==> config.mk <==
export PLATFORM = sky130hd
export DESIGN_NAME = mem_port_scheduler_flat
export DESIGN_NICKNAME = d
export VERILOG_FILES = /design/src/rtl/mem_sched_pkg.sv /design/src/rtl/mem_port_scheduler_if.sv /design/src/rtl/mem_port_scheduler_arbiter.sv /design/src/rtl/mem_port_scheduler.sv /design/src/flat_wrapper.sv
export SDC_FILE = /design/constraint.sdc
export NUM_CORES = 1
export LEC_CHECK = 0
export CAP_MARGIN = 30
export CORE_MARGIN = 1
export CORE_UTILIZATION = 46
export CTS_BUF_LIST = sky130_fd_sc_hd__clkbuf_8
export DETAILED_ROUTE_END_ITERATION = 8
export PLACE_DENSITY = 0.79
export SYNTH_ARGS = -nofsm -noshare
export SYNTH_HDL_FRONTEND = slang
export SYNTH_SLANG_ARGS = --single-unit
export TNS_END_PERCENT = 5
==> constraint.sdc <==
create_clock -name clk -period 2.7 [get_ports clk]
set_input_delay 0.405 -clock clk [delete_from_list [all_inputs] [get_ports clk]]
set_output_delay 0.405 -clock clk [all_outputs]
set_load 0.005 [all_outputs]
==> src/rtl/mem_sched_pkg.sv <==
// Shared types and constants for the memory port scheduler.
package mem_sched_pkg;
    typedef enum logic [1:0] {ST_IDLE, ST_READ, ST_WRITE, ST_DONE} state_t;
    typedef enum logic {OWN_IF = 1'b0, OWN_LS = 1'b1} owner_t;

    localparam logic [1:0] SZ_B = 2'd0;
    localparam logic [1:0] SZ_H = 2'd1;
    localparam logic [1:0] SZ_W = 2'd2;
    localparam logic [1:0] IO_HI_DEFAULT = 2'b11;

    // Illegal size 3 is treated as a word.
    function automatic logic [2:0] byte_count(input logic [1:0] size);
        case (size)
            SZ_B:    byte_count = 3'd1;
            SZ_H:    byte_count = 3'd2;
            default: byte_count = 3'd4;
        endcase
    endfunction
endpackage

==> src/rtl/mem_port_scheduler_if.sv <==
// Client (i-fetch, load/store) and byte-wide memory pin bundle for the scheduler.
interface mem_port_scheduler_if #(parameter int ADDR_W = 32);
    logic              if_req;
    logic [ADDR_W-1:0] if_addr;
    logic              if_done;
    logic [31:0]       if_data;
    logic              ls_req;
    logic              ls_we;
    logic [1:0]        ls_size;
    logic              ls_signed;
    logic [ADDR_W-1:0] ls_addr;
    logic [31:0]       ls_wdata;
    logic              ls_done;
    logic [31:0]       ls_rdata;
    logic [7:0]        mem_din;
    logic [7:0]        mem_dout;
    logic [ADDR_W-1:0] mem_a;
    logic              mem_wr;
    logic              io_buffer_full;

    modport slave (
        input  if_req, if_addr, ls_req, ls_we, ls_size, ls_signed, ls_addr, ls_wdata,
               mem_din, io_buffer_full,
        output if_done, if_data, ls_done, ls_rdata, mem_dout, mem_a, mem_wr
    );
    modport master (
        output if_req, if_addr, ls_req, ls_we, ls_size, ls_signed, ls_addr, ls_wdata,
               mem_din, io_buffer_full,
        input  if_done, if_data, ls_done, ls_rdata, mem_dout, mem_a, mem_wr
    );
endinterface

==> src/rtl/mem_port_scheduler_arbiter.sv <==
// Two-way round-robin grant; the priority bit moves only when a grant is issued.
module mem_rr_arbiter (
    input  logic clk,
    input  logic rst,
    input  logic en,
    input  logic req_if,
    input  logic req_ls,
    output logic gnt_if,
    output logic gnt_ls
);
    logic pri_ls;

    always_comb begin
        gnt_if = 1'b0;
        gnt_ls = 1'b0;
        if (en) begin
            if (req_ls && (pri_ls || !req_if)) gnt_ls = 1'b1;
            else if (req_if)                   gnt_if = 1'b1;
        end
    end

    always_ff @(posedge clk or negedge rst) begin
        if (!rst)        pri_ls <= 1'b1;
        else if (gnt_ls) pri_ls <= 1'b0;
        else if (gnt_if) pri_ls <= 1'b1;
    end
endmodule

==> src/rtl/mem_port_scheduler.sv <==
// Shares the byte-wide memory port between i-fetch and load/store, splitting accesses into bytes.
// Define MEM_IO_STALL_EN to throttle I/O-region writes on io_buffer_full.
module mem_port_scheduler
    import mem_sched_pkg::*;
#(
    parameter int         ADDR_W = 32,
    parameter logic [1:0] IO_HI  = IO_HI_DEFAULT
) (
    input  logic clk,
    input  logic rst,
    input  logic rdy,
    input  logic flush,
    output logic busy,
    mem_port_scheduler_if.slave bus
);
    state_t            state, state_nxt;
    owner_t            owner;
    logic [ADDR_W-1:0] addr;
    logic [1:0]        size;
    logic              sgn, we;
    logic [31:0]       wdata, rbuf, merged, ext;
    logic [2:0]        k, n;
    logic [1:0]        cap_idx;
    logic              gnt_if, gnt_ls, stall;

    assign n       = byte_count(size);
    assign cap_idx = 2'(k - 3'd1);
    assign busy    = (state != ST_IDLE);

    mem_rr_arbiter u_arb (
        .clk    (clk),
        .rst    (rst),
        .en     (state == ST_IDLE && rdy && !flush),
        .req_if (bus.if_req),
        .req_ls (bus.ls_req),
        .gnt_if (gnt_if),
        .gnt_ls (gnt_ls)
    );

`ifdef MEM_IO_STALL_EN
    logic io_region, io_lag;
    assign io_region = (addr[17:16] == IO_HI);
    // The buffer's full flag lags a write by a cycle, so every I/O byte costs one dead cycle.
    assign stall = (state == ST_WRITE) && io_region && (bus.io_buffer_full || io_lag);

    always_ff @(posedge clk or negedge rst) begin
        if (!rst)     io_lag <= 1'b0;
        else if (rdy) io_lag <= bus.mem_wr && io_region;
    end
`else
    wire unused_io = bus.io_buffer_full | (|IO_HI);
    assign stall = 1'b0;
`endif

    // Last byte comes straight from mem_din so the result is ready on entry to DONE.
    always_comb begin
        merged = rbuf;
        merged[{cap_idx, 3'b000} +: 8] = bus.mem_din;
    end

    always_comb begin
        ext = merged;
        case (size)
            SZ_B:    ext = {{24{sgn & merged[7]}}, merged[7:0]};
            SZ_H:    ext = {{16{sgn & merged[15]}}, merged[15:0]};
            default: ext = merged;
        endcase
    end

    always_ff @(posedge clk or negedge rst) begin
        if (!rst)     state <= ST_IDLE;
        else if (rdy) state <= state_nxt;
    end

    always_comb begin
        state_nxt = state;
        case (state)
            ST_IDLE:  if (gnt_ls)      state_nxt = bus.ls_we ? ST_WRITE : ST_READ;
                      else if (gnt_if) state_nxt = ST_READ;
            ST_READ:  if (flush)       state_nxt = ST_IDLE;
                      else if (k == n) state_nxt = ST_DONE;
            ST_WRITE: if (!stall && k == n - 3'd1) state_nxt = ST_DONE;
            ST_DONE:  state_nxt = ST_IDLE;
            default:  state_nxt = ST_IDLE;
        endcase
    end

    always_comb begin
        bus.mem_a    = '0;
        bus.mem_dout = '0;
        bus.mem_wr   = 1'b0;
        bus.if_done  = 1'b0;
        bus.ls_done  = 1'b0;
        case (state)
            ST_READ:  if (k != n) bus.mem_a = addr + ADDR_W'(k);
            ST_WRITE: begin
                bus.mem_a    = addr + ADDR_W'(k);
                bus.mem_dout = wdata[{k[1:0], 3'b000} +: 8];
                bus.mem_wr   = rdy && !stall;
            end
            ST_DONE:  if (rdy && !(flush && !we)) begin
                if (owner == OWN_IF) bus.if_done = 1'b1;
                else                 bus.ls_done = 1'b1;
            end
            default: ;
        endcase
    end

    always_ff @(posedge clk or negedge rst) begin
        if (!rst) begin
            owner        <= OWN_LS;
            addr         <= '0;
            size         <= SZ_W;
            sgn          <= 1'b0;
            we           <= 1'b0;
            wdata        <= '0;
            k            <= '0;
            rbuf         <= '0;
            bus.if_data  <= '0;
            bus.ls_rdata <= '0;
        end else if (rdy) begin
            case (state)
                ST_IDLE: begin
                    if (gnt_ls) begin
                        owner <= OWN_LS;
                        addr  <= bus.ls_addr;
                        size  <= bus.ls_size;
                        sgn   <= bus.ls_signed;
                        we    <= bus.ls_we;
                        wdata <= bus.ls_wdata;
                        k     <= '0;
                    end else if (gnt_if) begin
                        owner <= OWN_IF;
                        addr  <= bus.if_addr;
                        size  <= SZ_W;
                        sgn   <= 1'b0;
                        we    <= 1'b0;
                        k     <= '0;
                    end
                end
                ST_READ: begin
                    k <= k + 3'd1;
                    if (k != 3'd0) rbuf[{cap_idx, 3'b000} +: 8] <= bus.mem_din;
                    if (k == n && !flush) begin
                        if (owner == OWN_IF) bus.if_data  <= ext;
                        else                 bus.ls_rdata <= ext;
                    end
                end
                ST_WRITE: if (!stall) k <= k + 3'd1;
                default: ;
            endcase
        end
    end
endmodule

==> src/flat_wrapper.sv <==
// flat-port wrapper written by rule: the top's interface ports become plain ports
module mem_port_scheduler_flat import mem_sched_pkg::*;
#(
    parameter int         ADDR_W = 32,
    parameter logic [1:0] IO_HI  = IO_HI_DEFAULT
)
  (clk, rst, rdy, flush, busy, bus_if_req, bus_if_addr, bus_ls_req, bus_ls_we, bus_ls_size, bus_ls_signed, bus_ls_addr, bus_ls_wdata, bus_mem_din, bus_io_buffer_full, bus_if_done, bus_if_data, bus_ls_done, bus_ls_rdata, bus_mem_dout, bus_mem_a, bus_mem_wr);
  mem_port_scheduler_if #(.ADDR_W(ADDR_W)) bus_i ();
  input  logic clk;
  input  logic rst;
  input  logic rdy;
  input  logic flush;
  output logic busy;
  input wire logic [$bits(bus_i.if_req)-1:0] bus_if_req;
  input wire logic [$bits(bus_i.if_addr)-1:0] bus_if_addr;
  input wire logic [$bits(bus_i.ls_req)-1:0] bus_ls_req;
  input wire logic [$bits(bus_i.ls_we)-1:0] bus_ls_we;
  input wire logic [$bits(bus_i.ls_size)-1:0] bus_ls_size;
  input wire logic [$bits(bus_i.ls_signed)-1:0] bus_ls_signed;
  input wire logic [$bits(bus_i.ls_addr)-1:0] bus_ls_addr;
  input wire logic [$bits(bus_i.ls_wdata)-1:0] bus_ls_wdata;
  input wire logic [$bits(bus_i.mem_din)-1:0] bus_mem_din;
  input wire logic [$bits(bus_i.io_buffer_full)-1:0] bus_io_buffer_full;
  output wire logic [$bits(bus_i.if_done)-1:0] bus_if_done;
  output wire logic [$bits(bus_i.if_data)-1:0] bus_if_data;
  output wire logic [$bits(bus_i.ls_done)-1:0] bus_ls_done;
  output wire logic [$bits(bus_i.ls_rdata)-1:0] bus_ls_rdata;
  output wire logic [$bits(bus_i.mem_dout)-1:0] bus_mem_dout;
  output wire logic [$bits(bus_i.mem_a)-1:0] bus_mem_a;
  output wire logic [$bits(bus_i.mem_wr)-1:0] bus_mem_wr;
  assign bus_i.if_req = bus_if_req;
  assign bus_i.if_addr = bus_if_addr;
  assign bus_i.ls_req = bus_ls_req;
  assign bus_i.ls_we = bus_ls_we;
  assign bus_i.ls_size = bus_ls_size;
  assign bus_i.ls_signed = bus_ls_signed;
  assign bus_i.ls_addr = bus_ls_addr;
  assign bus_i.ls_wdata = bus_ls_wdata;
  assign bus_i.mem_din = bus_mem_din;
  assign bus_i.io_buffer_full = bus_io_buffer_full;
  assign bus_if_done = bus_i.if_done;
  assign bus_if_data = bus_i.if_data;
  assign bus_ls_done = bus_i.ls_done;
  assign bus_ls_rdata = bus_i.ls_rdata;
  assign bus_mem_dout = bus_i.mem_dout;
  assign bus_mem_a = bus_i.mem_a;
  assign bus_mem_wr = bus_i.mem_wr;
  mem_port_scheduler #(.ADDR_W(ADDR_W), .IO_HI(IO_HI)) u_core (.clk(clk), .rst(rst), .rdy(rdy), .flush(flush), .busy(busy), .bus(bus_i));
endmodule
==> flow_summary.yaml, run 1 <==
global_route:
  grt_antenna_before_repair: 1
  grt_pass1_wl_um: 37100
  grt_usage_pct: 24.0
  overflow: 0
  grt_pass1_vias: 7216
  grt_max_degree: 55
cells_and_area:
  drive_above_1_share_pct: 21.1
  fin_area_mm2: 0.0120
  final_cell_mix: "clkdlybuf4s50_1 (188), nand2_1 (178), dfrtp_1 (166)"
  n_fill_cell: 1471
  syn_to_final_growth_pct: 36.7
  diodes: 0
  nets: 1241
  final_common_cell: "clkdlybuf4s50_1"
clock_tree:
  cts_tree: "yes"
  root_buffer: "clkbuf_8"
  cts_buffers: 17
  cts_sinks: 171
  htreeDepth: 4
  clock_latency_ns: 0.45
  clk_transition_reported_paths_ns: 0.10
  clock_path_buffers: 2
sta:
  fin_crit_ns: 3.10
  max_freq_mhz: 322
  relSlewSlack_pct: 50.9
  setup_viol: 18
  worst_pin_slew_ns: 0.734
  drv_slew: 0
  post-route-period-util_pct: 115
  worst_slack_ns: -0.405
  rsz0062_at_grt: "yes"
  finalClockSkew_ns: 0.0148
  hold_viol_final: 0
route:
  first_pass_iters: 5
  drc: 0
  drtIter0Drc: 407
  antenna_left: 0
  wire_per_inst_um: 16.4
  avgViaCountPerCell: 5.27
  routed_wl_um: 22300
  vias: 7158
worst_setup_path:
  cpMostUsedCell: "buf_4"
  end_kind: "output pin"
  cp.required_ns: 2.30
  slowest_stage: "dfrtp_2"
  slowest_delay_ns: 0.42
  cp-start-kind: "register"
  crit_fanout: 4
  crit_path_cell_trace: "ha_4, inv_2, fa_2, nand2b_4, a2111oi_4, buf_4, buf_4, nand4_1, xor2_1, nor2_1, buf_2"
  crit_arrival_ns: 2.70
  worstSetupPathType: "register to output pin"
  critPathTopFamily: "adder cells"
  crit_buf_inv: 4
synth:
  synthArstFlopShare_pct: 100
  yosysSeqAreaShare_pct: 48.9
  syn_area_per_cell_um2: 10.3
  synthCells: 852
  synth_flop_cell: "dfrtp_1"
  synth.distinct_cells: 56
  syn_nets: 982
  synth-seq-cells: 171
  syn-cell-area_mm2: 0.00877
  yosys_warnings: 0
  synth_edf_count: 0
placement:
  dp_hpwl_um: 16200
  port-buffer-count: 221
  place_area_mm2: 0.0115
  gp_congestion: 0.913
flow_run:
  cap_violations: 0
power:
  peakVddDrop_mv: 0.447
  p_total_w: 0.0105
  power_density_mw_per_mm2: 879
  p_leak_nw: 5.44
floorplan:
  io_pins: 223
  start_util_pct: 46.9
  num_rows: 50
  core_area_mm2: 0.0187
  dieHeight_um: 140
  die_x_um: 140
  die_area_mm2: 0.0196
status:
  status: "complete, but fails checks"
  violations: "negative setup slack"
min_path:
  hold_path_class: "input pin to async pin"
-- worst register-to-register path: stages, from the launching register on --
cell and delay (ns):
dfrtp_2 0.42, buf_12 0.12, inv_2 0.03, buf_4 0.16, ha_1 0.38, and4_1 0.24, or2_2 0.30, a21oi_1 0.15
buf_4 0.17, a31oi_1 0.09, mux2_2 0.29
-- Yosys cell counts (2+ instances only) --
cell	count	area, um^2
nand2b_1	10	62.6
buf_6	4	45.0
nand3_1	14	70.1
mux2_4	30	450
and3b_1	2	17.5
mux2_2	37	417
dfstp_2	3	78.8
o21ai_0	71	355
nand4_1	12	75.1
clkbuf_1	29	109
mux2i_1	33	330
and4_1	3	26.3
xor2_1	21	184
a22oi_1	8	60.1
buf_12	3	60.1
nor2_1	41	154
nor3_1	5	25.0
and3_1	8	50.1
nor2b_1	16	100
o21ai_1	3	15.0
or3_1	4	25.0
dfrtp_1	168	4200
nand2_1	179	672
o211ai_1	2	15.0
mux4_2	8	180
and2_1	11	68.8
ha_1	14	175
a22o_1	9	78.8
o22ai_1	7	43.8
inv_1	22	82.6
a31oi_1	9	56.3
a21oi_1	26	130
xnor2_1	8	70.1
buf_2	10	50.1
-- routing by layer --
| metal | routed length (um) | share of wire (%) | GRT usage [%] | vias to the layer above |
|---|---|---|---|---|
| li1 | - | - | - | 3440 |
| met1 | 9590 | 43 | 30.4 | 3442 |
| met2 | 11000 | 49 | 40.7 | 244 |
| met3 | 1360 | 6.1 | 5.74 | 30 |
| met4 | 359 | 1.6 | 6.88 | 2 |
| met5 | 13 | 0.058 | 0 | - |
-- cell families (layout without fill, tap and decap cells) --
logic type	Yosys count	in the layout	synth area share [%]
AOI/OAI and AO/OA	145	145	9.78
xor gates and xnor gates	29	29	2.90
adders and majority gates	15	15	2.23
buffers and inverters	70	342	4.04
DFF	171	171	48.9
muxes	108	108	15.7
and+or+nand+nor	314	314	16.5
-- area by class of cell --
class	count	area, um^2	share of cell area (%)
Sequential cell	171	4290	35.7
Multi-Input combinational cell	611	4260	35.5
Timing Repair Buffer	286	2700	22.6
Tap cell	234	293	2.44
Clock buffer	18	248	2.07
Clock inverter	14	111	0.929
Inverter	24	90.1	0.751
-- registers in the layout, indices dropped and copies added (netlist names) --
| signal | count |
|---|---|
| u_core.k | 3 |
| u_core.addr | 32 |
| u_core.bus.ls_rdata | 32 |
| u_core.state | 2 |
| u_core.u_arb.pri_ls | 1 |
| u_core.we | 1 |
| u_core.bus.if_data | 32 |
| u_core.size | 2 |
| u_core.rbuf | 32 |
| u_core.wdata | 32 |
| u_core.sgn | 1 |
| u_core.owner | 1 |
-- report_power, final --
group | internal [W] | leakage (nW) | total (W) | switching [W]
clock network | 0.000681 | 0.176 | 0.00169 | 0.00101
registers | 0.00345 | 2.24 | 0.00409 | 0.000643
logic | 0.00249 | 3.03 | 0.00476 | 0.00227
total | 0.00662 | 5.44 | 0.0105 | 0.00392
-- worst paths after layout --
check | start | to | slack, ns | cells past startpoint
setup / recovery | u_core.k[0]$_DFFE_PN0P_ | bus_mem_a[18] | -0.40 | 11
hold reg to reg | u_core.wdata[31]$_DFFE_PN0P_ | u_core.wdata[31]$_DFFE_PN0P_ | 0.48 | 2
max in group asynchronous | rst | u_core.bus.if_data[5]$_DFFE_PN0P_ | 1.50 | 3
setup reg to reg | u_core.k[0]$_DFFE_PN0P_ | u_core.bus.ls_rdata[10]$_DFFE_PN0P_ | 0.25 | 10
min in group clk | bus_ls_wdata[9] | u_core.wdata[9]$_DFFE_PN0P_ | 0.47 | 3
hold / removal | rst | u_core.rbuf[27]$_DFFE_PN0P_ | 0.44 | 2
-- metrics by stage --
stage | setup WS (ns) | utilization, % | instances | setup TNS (ns) | hold WS [ns]
floorplan | -0.0591 | - | 852 | -0.0591 | 0.109
global placement | -0.318 | 61.7 | 1315 | -3.33 | 0.384
CTS | -0.478 | 64.3 | 1357 | -7.09 | 0.435
global route | -0.563 | 64.1 | 1358 | -8.93 | 0.442
finish | -0.405 | 64.1 | 1358 | -5.29 | 0.444
detailed placement | -0.347 | 61.7 | 1315 | -3.99 | 0.379
-- timing repair --
action                                  CTS  global route
buffers inserted                          8             1
pin swaps                                18             7
cloned                                    1             0
endpoints found under the hold margin    44             0
gates resized for setup                 113            16
endpoints found under the setup margin   40            39
hold buffers                              1             0
No activity file was read; power rests on OpenSTA's default activity.
==> run 2: changes to the inputs <==
Settings changed: PLACE_DENSITY 0.79 to 0.8.
==> run 2 against run 1 <==
Compared with the run above: sequential share of layout area down 0.17 points; clock skew down 0.0027 ns; count of clock-buffer cells in the layout unchanged; core utilization up 0.31 points; final cell count up 0.59%; worst hold slack better by 0.016 ns; clock power up 5%; global-route usage down 0.29 points; sequential power about the same; first-iteration DRC count down 2.7%; the flow still finishes with violations (negative setup slack); combinational power about the same.
==> flow_summary.yaml, run 2 (synthesis gave the netlist of run 1 again) <==
global_route:
  grt_antenna_before_repair: 0
  grt_pass1_vias: 7323
  overflow: 0
  grt_max_degree: 55
  grt_usage_pct: 23.7
  grt_pass1_wl_um: 36600
worst_setup_path:
  crit_fanout: 31
  crit_path_cell_trace: "buf_8, inv_2, or4_4, a31o_2, nand2_1, buf_12, nor2_1, clkdlybuf4s50_1"
  worstSetupPathType: "register to output pin"
  crit_arrival_ns: 2.80
  end_kind: "output pin"
  slowest_stage: "or4_4"
  cp.required_ns: 2.30
  cp-start-kind: "register"
  slowest_delay_ns: 0.53
sta:
  finalHoldWorstSlack_ns: 0.460
  worst_slack_ns: -0.503
  fin_crit_ns: 3.20
  finalClockSkew_ns: 0.0121
  worst_pin_slew_ns: 0.995
  post-route-period-util_pct: 119
  fin_setup_tns_ns: -14.18
  hold_viol_final: 0
  setup_viol: 32
  max_freq_mhz: 312
  drv_slew: 0
  relSlewSlack_pct: 33.4
  rsz0062_at_grt: "yes"
cells_and_area:
  nets: 1249
  drive_above_1_share_pct: 19.3
  final_common_cell: "clkdlybuf4s50_1"
  multi_input_area_mm2: 0.00420
  final_cell_mix: "clkdlybuf4s50_1 (207), nand2_1 (179), dfrtp_1 (166)"
  seq_area_mm2: 0.00429
  syn_to_final_growth_pct: 37.4
  diodes: 0
  fin_util_pct: 64.4
  n_fill_cell: 1542
status:
  violations: "negative setup slack"
  status: "complete, but fails checks"
power:
  internal-power_w: 0.00672
  swShare_pct: 36.5
  p_sw_w: 0.00386
  combPwrFrac_pct: 44.7
  p_leak_nw: 5.43
  power_frac_seq_pct: 38.6
  peakVddDrop_mv: 0.456
  power_density_mw_per_mm2: 878
  clkPwrFrac_pct: 16.7
min_path:
  hold_path_class: "input pin to register"
clock_tree:
  clk_transition_reported_paths_ns: 0.10
  clock_path_buffers: 2
  htreeDepth: 4
  cts_buffers: 17
  cts_tree: "yes"
  clock_latency_ns: 0.46
  root_buffer: "clkbuf_8"
  cts_sinks: 171
route:
  wire_per_inst_um: 16.3
  drtIter0Drc: 396
  avgViaCountPerCell: 5.29
  vias: 7224
  antenna_left: 0
  routed_wl_um: 22300
  first_pass_iters: 5
  drc: 0
floorplan:
  die_x_um: 140
  dieHeight_um: 140
  start_util_pct: 46.9
  die_area_mm2: 0.0196
  num_rows: 50
  core_area_mm2: 0.0187
  io_pins: 223
placement:
  dp_hpwl_um: 16100
  gp_congestion: 0.868
  port-buffer-count: 221
flow_run:
  cap_violations: 0
-- run 2: path summary, 6_finish.rpt --
kind	from	endpoint	slack, ns	depth (start not counted)
max	u_core.k[0]$_DFFE_PN0P_	bus_mem_a[21]	-0.50	8
max in group asynchronous	rst	u_core.owner$_DFFE_PN1P_	1.34	3
max reg2reg	u_core.k[0]$_DFFE_PN0P_	u_core.bus.ls_rdata[10]$_DFFE_PN0P_	0.16	10
min reg2reg	u_core.wdata[21]$_DFFE_PN0P_	u_core.wdata[21]$_DFFE_PN0P_	0.48	2
min in group asynchronous	rst	u_core.rbuf[22]$_DFFE_PN0P_	0.47	2
min	bus_ls_wdata[21]	u_core.wdata[21]$_DFFE_PN0P_	0.46	3
-- run 2: power by group through the flow --
stage,Combinational [W],Sequential [W],Clock (W)
final,0.00473,0.00408,0.00177
after global routing,0.00523,0.00419,0.00191
after CTS,0.00475,0.00407,0.00181
after detailed placement,0.00475,0.00411,0
after global placement,0.00462,0.00407,0
after floorplan,0.00259,0.00401,0
-- run 2: metal layers --
metal  GRT usage [%]  vias up  part of all wire [%]
li1                -     3456                     -
met1            28.9     3509                    42
met2            41.5      232                    50
met3            5.13       27                   5.7
met4            7.69        0                   1.6
met5               0        -                     0
-- run 2: area by class of cell --
class                   count  share of cell area (%)
inverters                  24                   0.748
multi-input cells         611                    34.8
repair buffers            294                    23.2
well taps                 234                    2.43
clock inverters            14                    1.13
flip-flops and latches    171                    35.6
clock buffers              18                    2.06
-- run 2: through the flow --
step,cell area [um^2],total power (W),setup slack (ns),cells
2_1_floorplan,8800,0.00660,-0.0591,852
3_3_place_gp,11600,0.00869,-0.270,1322
3_5_place_dp,11600,0.00887,-0.348,1322
4_1_cts,12000,0.0106,-0.517,1364
5_1_grt,12000,0.0113,-0.630,1366
6_report,12000,0.0106,-0.503,1366
-- run 2: worst max-delay path, delay by kind of cell, from the launching register on --
kind                   cells  cell delay, ns
AO/OA/AOI/OAI              1            0.28
buffers and inverters      4            0.92
AND/OR/NAND/NOR            3            0.73
flip-flops                 1            0.41
-- run 2: repair_timing --
item,4_1_cts,5_1_grt
gates resized for setup,50,7
gates cloned,1,0
pin swaps,12,4
setup buffers,8,2
endpoints found under the hold margin,51,0
hold buffers,1,0
endpoints found under the setup margin,40,36
==> run 3: changes to the inputs <==
Settings changed: SLEW_MARGIN from default to 20.
==> run 3 against run 2 <==
Compared with the run above: the flow still finishes with violations (negative setup slack); sequential share of layout area shrank 0.081 points; clock power about the same; die area did not move; count of clock-buffer cells in the layout stayed put; final cell count about the same; via count up 0.11%; critical path depth stayed put; combinational power barely moved; maximum frequency decreased by 0.14%; highest routed layer unchanged.
==> flow_summary.yaml, run 3 (synthesis gave the netlist of run 1 again) <==
placement:
  port-buffer-count: 221
  dp_hpwl_um: 16100
  gp_congestion: 0.868
clock_tree:
  root_buffer: "clkbuf_8"
  htreeDepth: 4
  cts_buffers: 17
  cts_tree: "yes"
  clk_transition_reported_paths_ns: 0.10
  clock_path_buffers: 2
  clock_latency_ns: 0.46
  cts_sinks: 171
worst_setup_path:
  ff2ff_setup_slack_ns: 0.16
  cp.required_ns: 2.30
  slowest_delay_ns: 0.53
  worst_r2r_endpoint: "u_core.bus.ls_rdata[10]$_DFFE_PN0P_"
  cp-start-kind: "register"
  crit_fanout: 31
  ff2ff_path_depth: 10
  crit_start: "u_core.k[0]$_DFFE_PN0P_"
  critPathTopFamily: "buffers and inverters"
  r2r_start: "u_core.k[0]$_DFFE_PN0P_"
  slowest_stage: "or4_4"
  worstSetupPathType: "register to output pin"
  endpoint: "bus_mem_a[21]"
  crit_arrival_ns: 2.80
  end_kind: "output pin"
  worst-path-stages: 8
  crit_path_cell_trace: "buf_8, inv_2, or4_4, a31o_2, nand2_1, buf_12, nor2_1, clkdlybuf4s50_1"
  crit_buf_inv: 4
route:
  drc: 0
  wire_per_inst_um: 16.3
  first_pass_iters: 5
  vias: 7232
  avgViaCountPerCell: 5.29
  drtIter0Drc: 385
  antenna_left: 0
  routed_wl_um: 22300
power:
  power_frac_seq_pct: 38.5
  p_sw_w: 0.00387
  peakVddDrop_mv: 0.456
  combPwrFrac_pct: 44.8
  clkPwrFrac_pct: 16.7
  p_leak_nw: 5.44
  swShare_pct: 36.5
  internal-power_w: 0.00673
  power_density_mw_per_mm2: 877
  p_total_w: 0.0106
floorplan:
  dieHeight_um: 140
  io_pins: 223
  die_x_um: 140
  core_area_mm2: 0.0187
  start_util_pct: 46.9
  num_rows: 50
  die_area_mm2: 0.0196
sta:
  fin_setup_tns_ns: -14.15
  drv_slew: 0
  fin_crit_ns: 3.21
  finalClockSkew_ns: 0.0137
  max_freq_mhz: 312
  hold_viol_final: 0
  setup_viol: 32
  worst_pin_slew_ns: 0.589
  post-route-period-util_pct: 119
  rsz0062_at_grt: "yes"
  worst_slack_ns: -0.508
  relSlewSlack_pct: 60.6
global_route:
  grt_pass1_vias: 7323
  grt_usage_pct: 23.7
  grt_pass1_wl_um: 36600
  overflow: 0
  grt_antenna_before_repair: 0
  grt_max_degree: 55
cells_and_area:
  final_cell_mix: "clkdlybuf4s50_1 (207), nand2_1 (179), dfrtp_1 (166)"
  diodes: 0
  n_fill_cell: 1539
  drive_above_1_share_pct: 19.4
  nets: 1250
  syn_to_final_growth_pct: 37.7
  final_common_cell: "clkdlybuf4s50_1"
status:
  status: "complete, but fails checks"
  violations: "negative setup slack"
min_path:
  hold_path_class: "input pin to register"
  hold_depth: 3
  min_from: "bus_ls_wdata[21]"
flow_run:
  cap_violations: 0
-- run 3: cell count changes in the layout (fill, tap and decap cells not counted), sizes merged --
cell,before,now
buf,83,84
-- run 3: how the worst min path moves through the flow --
stage                                         endpoint  slack, ns
after global routing      u_core.wdata[14]$_DFFE_PN0P_       0.45
after detailed placement   u_core.rbuf[22]$_DFFE_PN0P_       0.41
after global placement     u_core.rbuf[21]$_DFFE_PN0P_       0.40
final                     u_core.wdata[21]$_DFFE_PN0P_       0.46
after CTS                 u_core.wdata[14]$_DFFE_PN0P_       0.44
after floorplan             u_core.addr[0]$_DFFE_PN0P_       0.11
-- run 3: metrics by stage --
stage          setup slack, ns  util (%)  instance area, um^2  hold WS, ns  instances
2_1_floorplan          -0.0591         -                 8800        0.109        852
3_3_place_gp            -0.270      62.0                11600        0.399       1322
3_5_place_dp            -0.348      62.0                11600        0.407       1322
4_1_cts                 -0.517      64.4                12000        0.435       1364
5_1_grt                 -0.630      64.5                12100        0.446       1367
6_report                -0.508      64.5                12100        0.461       1367
-- run 3: area by class of cell --
class                   instances  area (um^2)  area share [%]
clock buffers                  18          248            2.05
clock inverters                14          136            1.13
inverters                      24         90.1           0.746
multi-input cells             611         4200            34.8
flip-flops and latches        171         4290            35.5
well taps                     234          293            2.42
repair buffers                295         2830            23.4
-- run 3: power by group through the flow --
| stage | Combinational [W] | Sequential (W) | Clock, W |
|---|---|---|---|
| 6_report | 0.00475 | 0.00408 | 0.00176 |
| 5_1_grt | 0.00524 | 0.00419 | 0.00191 |
| 4_1_cts | 0.00475 | 0.00407 | 0.00181 |
| 3_5_place_dp | 0.00475 | 0.00411 | 0 |
| 3_3_place_gp | 0.00462 | 0.00407 | 0 |
| 2_1_floorplan | 0.00259 | 0.00401 | 0 |
-- run 3: metal layers --
metal	part of all wire, %	up-vias	track usage (%)
met5	0	-	0
met4	1.6	0	7.69
met3	5.7	26	5.13
met2	51	251	41.5
met1	42	3496	28.9
li1	-	3459	-
-- run 3: worst register-to-register path, stage by stage (launching register included) --
cell and delay [ns]:
dfrtp_2 0.41, buf_8 0.21, inv_2 0.06, buf_4 0.16, ha_1 0.37, and4_1 0.24, or2_2 0.30, a21oi_1 0.15
buf_4 0.18, a31oi_1 0.08, mux2_2 0.28
-- run 3: repair_timing --
item / 4_1_cts / 5_1_grt
endpoints found under the hold margin: 51 / 0
buffers inserted: 8 / 2
setup endpoints to repair: 40 / 36
pin swaps: 12 / 4
hold buffers: 1 / 0
gates resized for setup: 50 / 7
cloned: 1 / 0
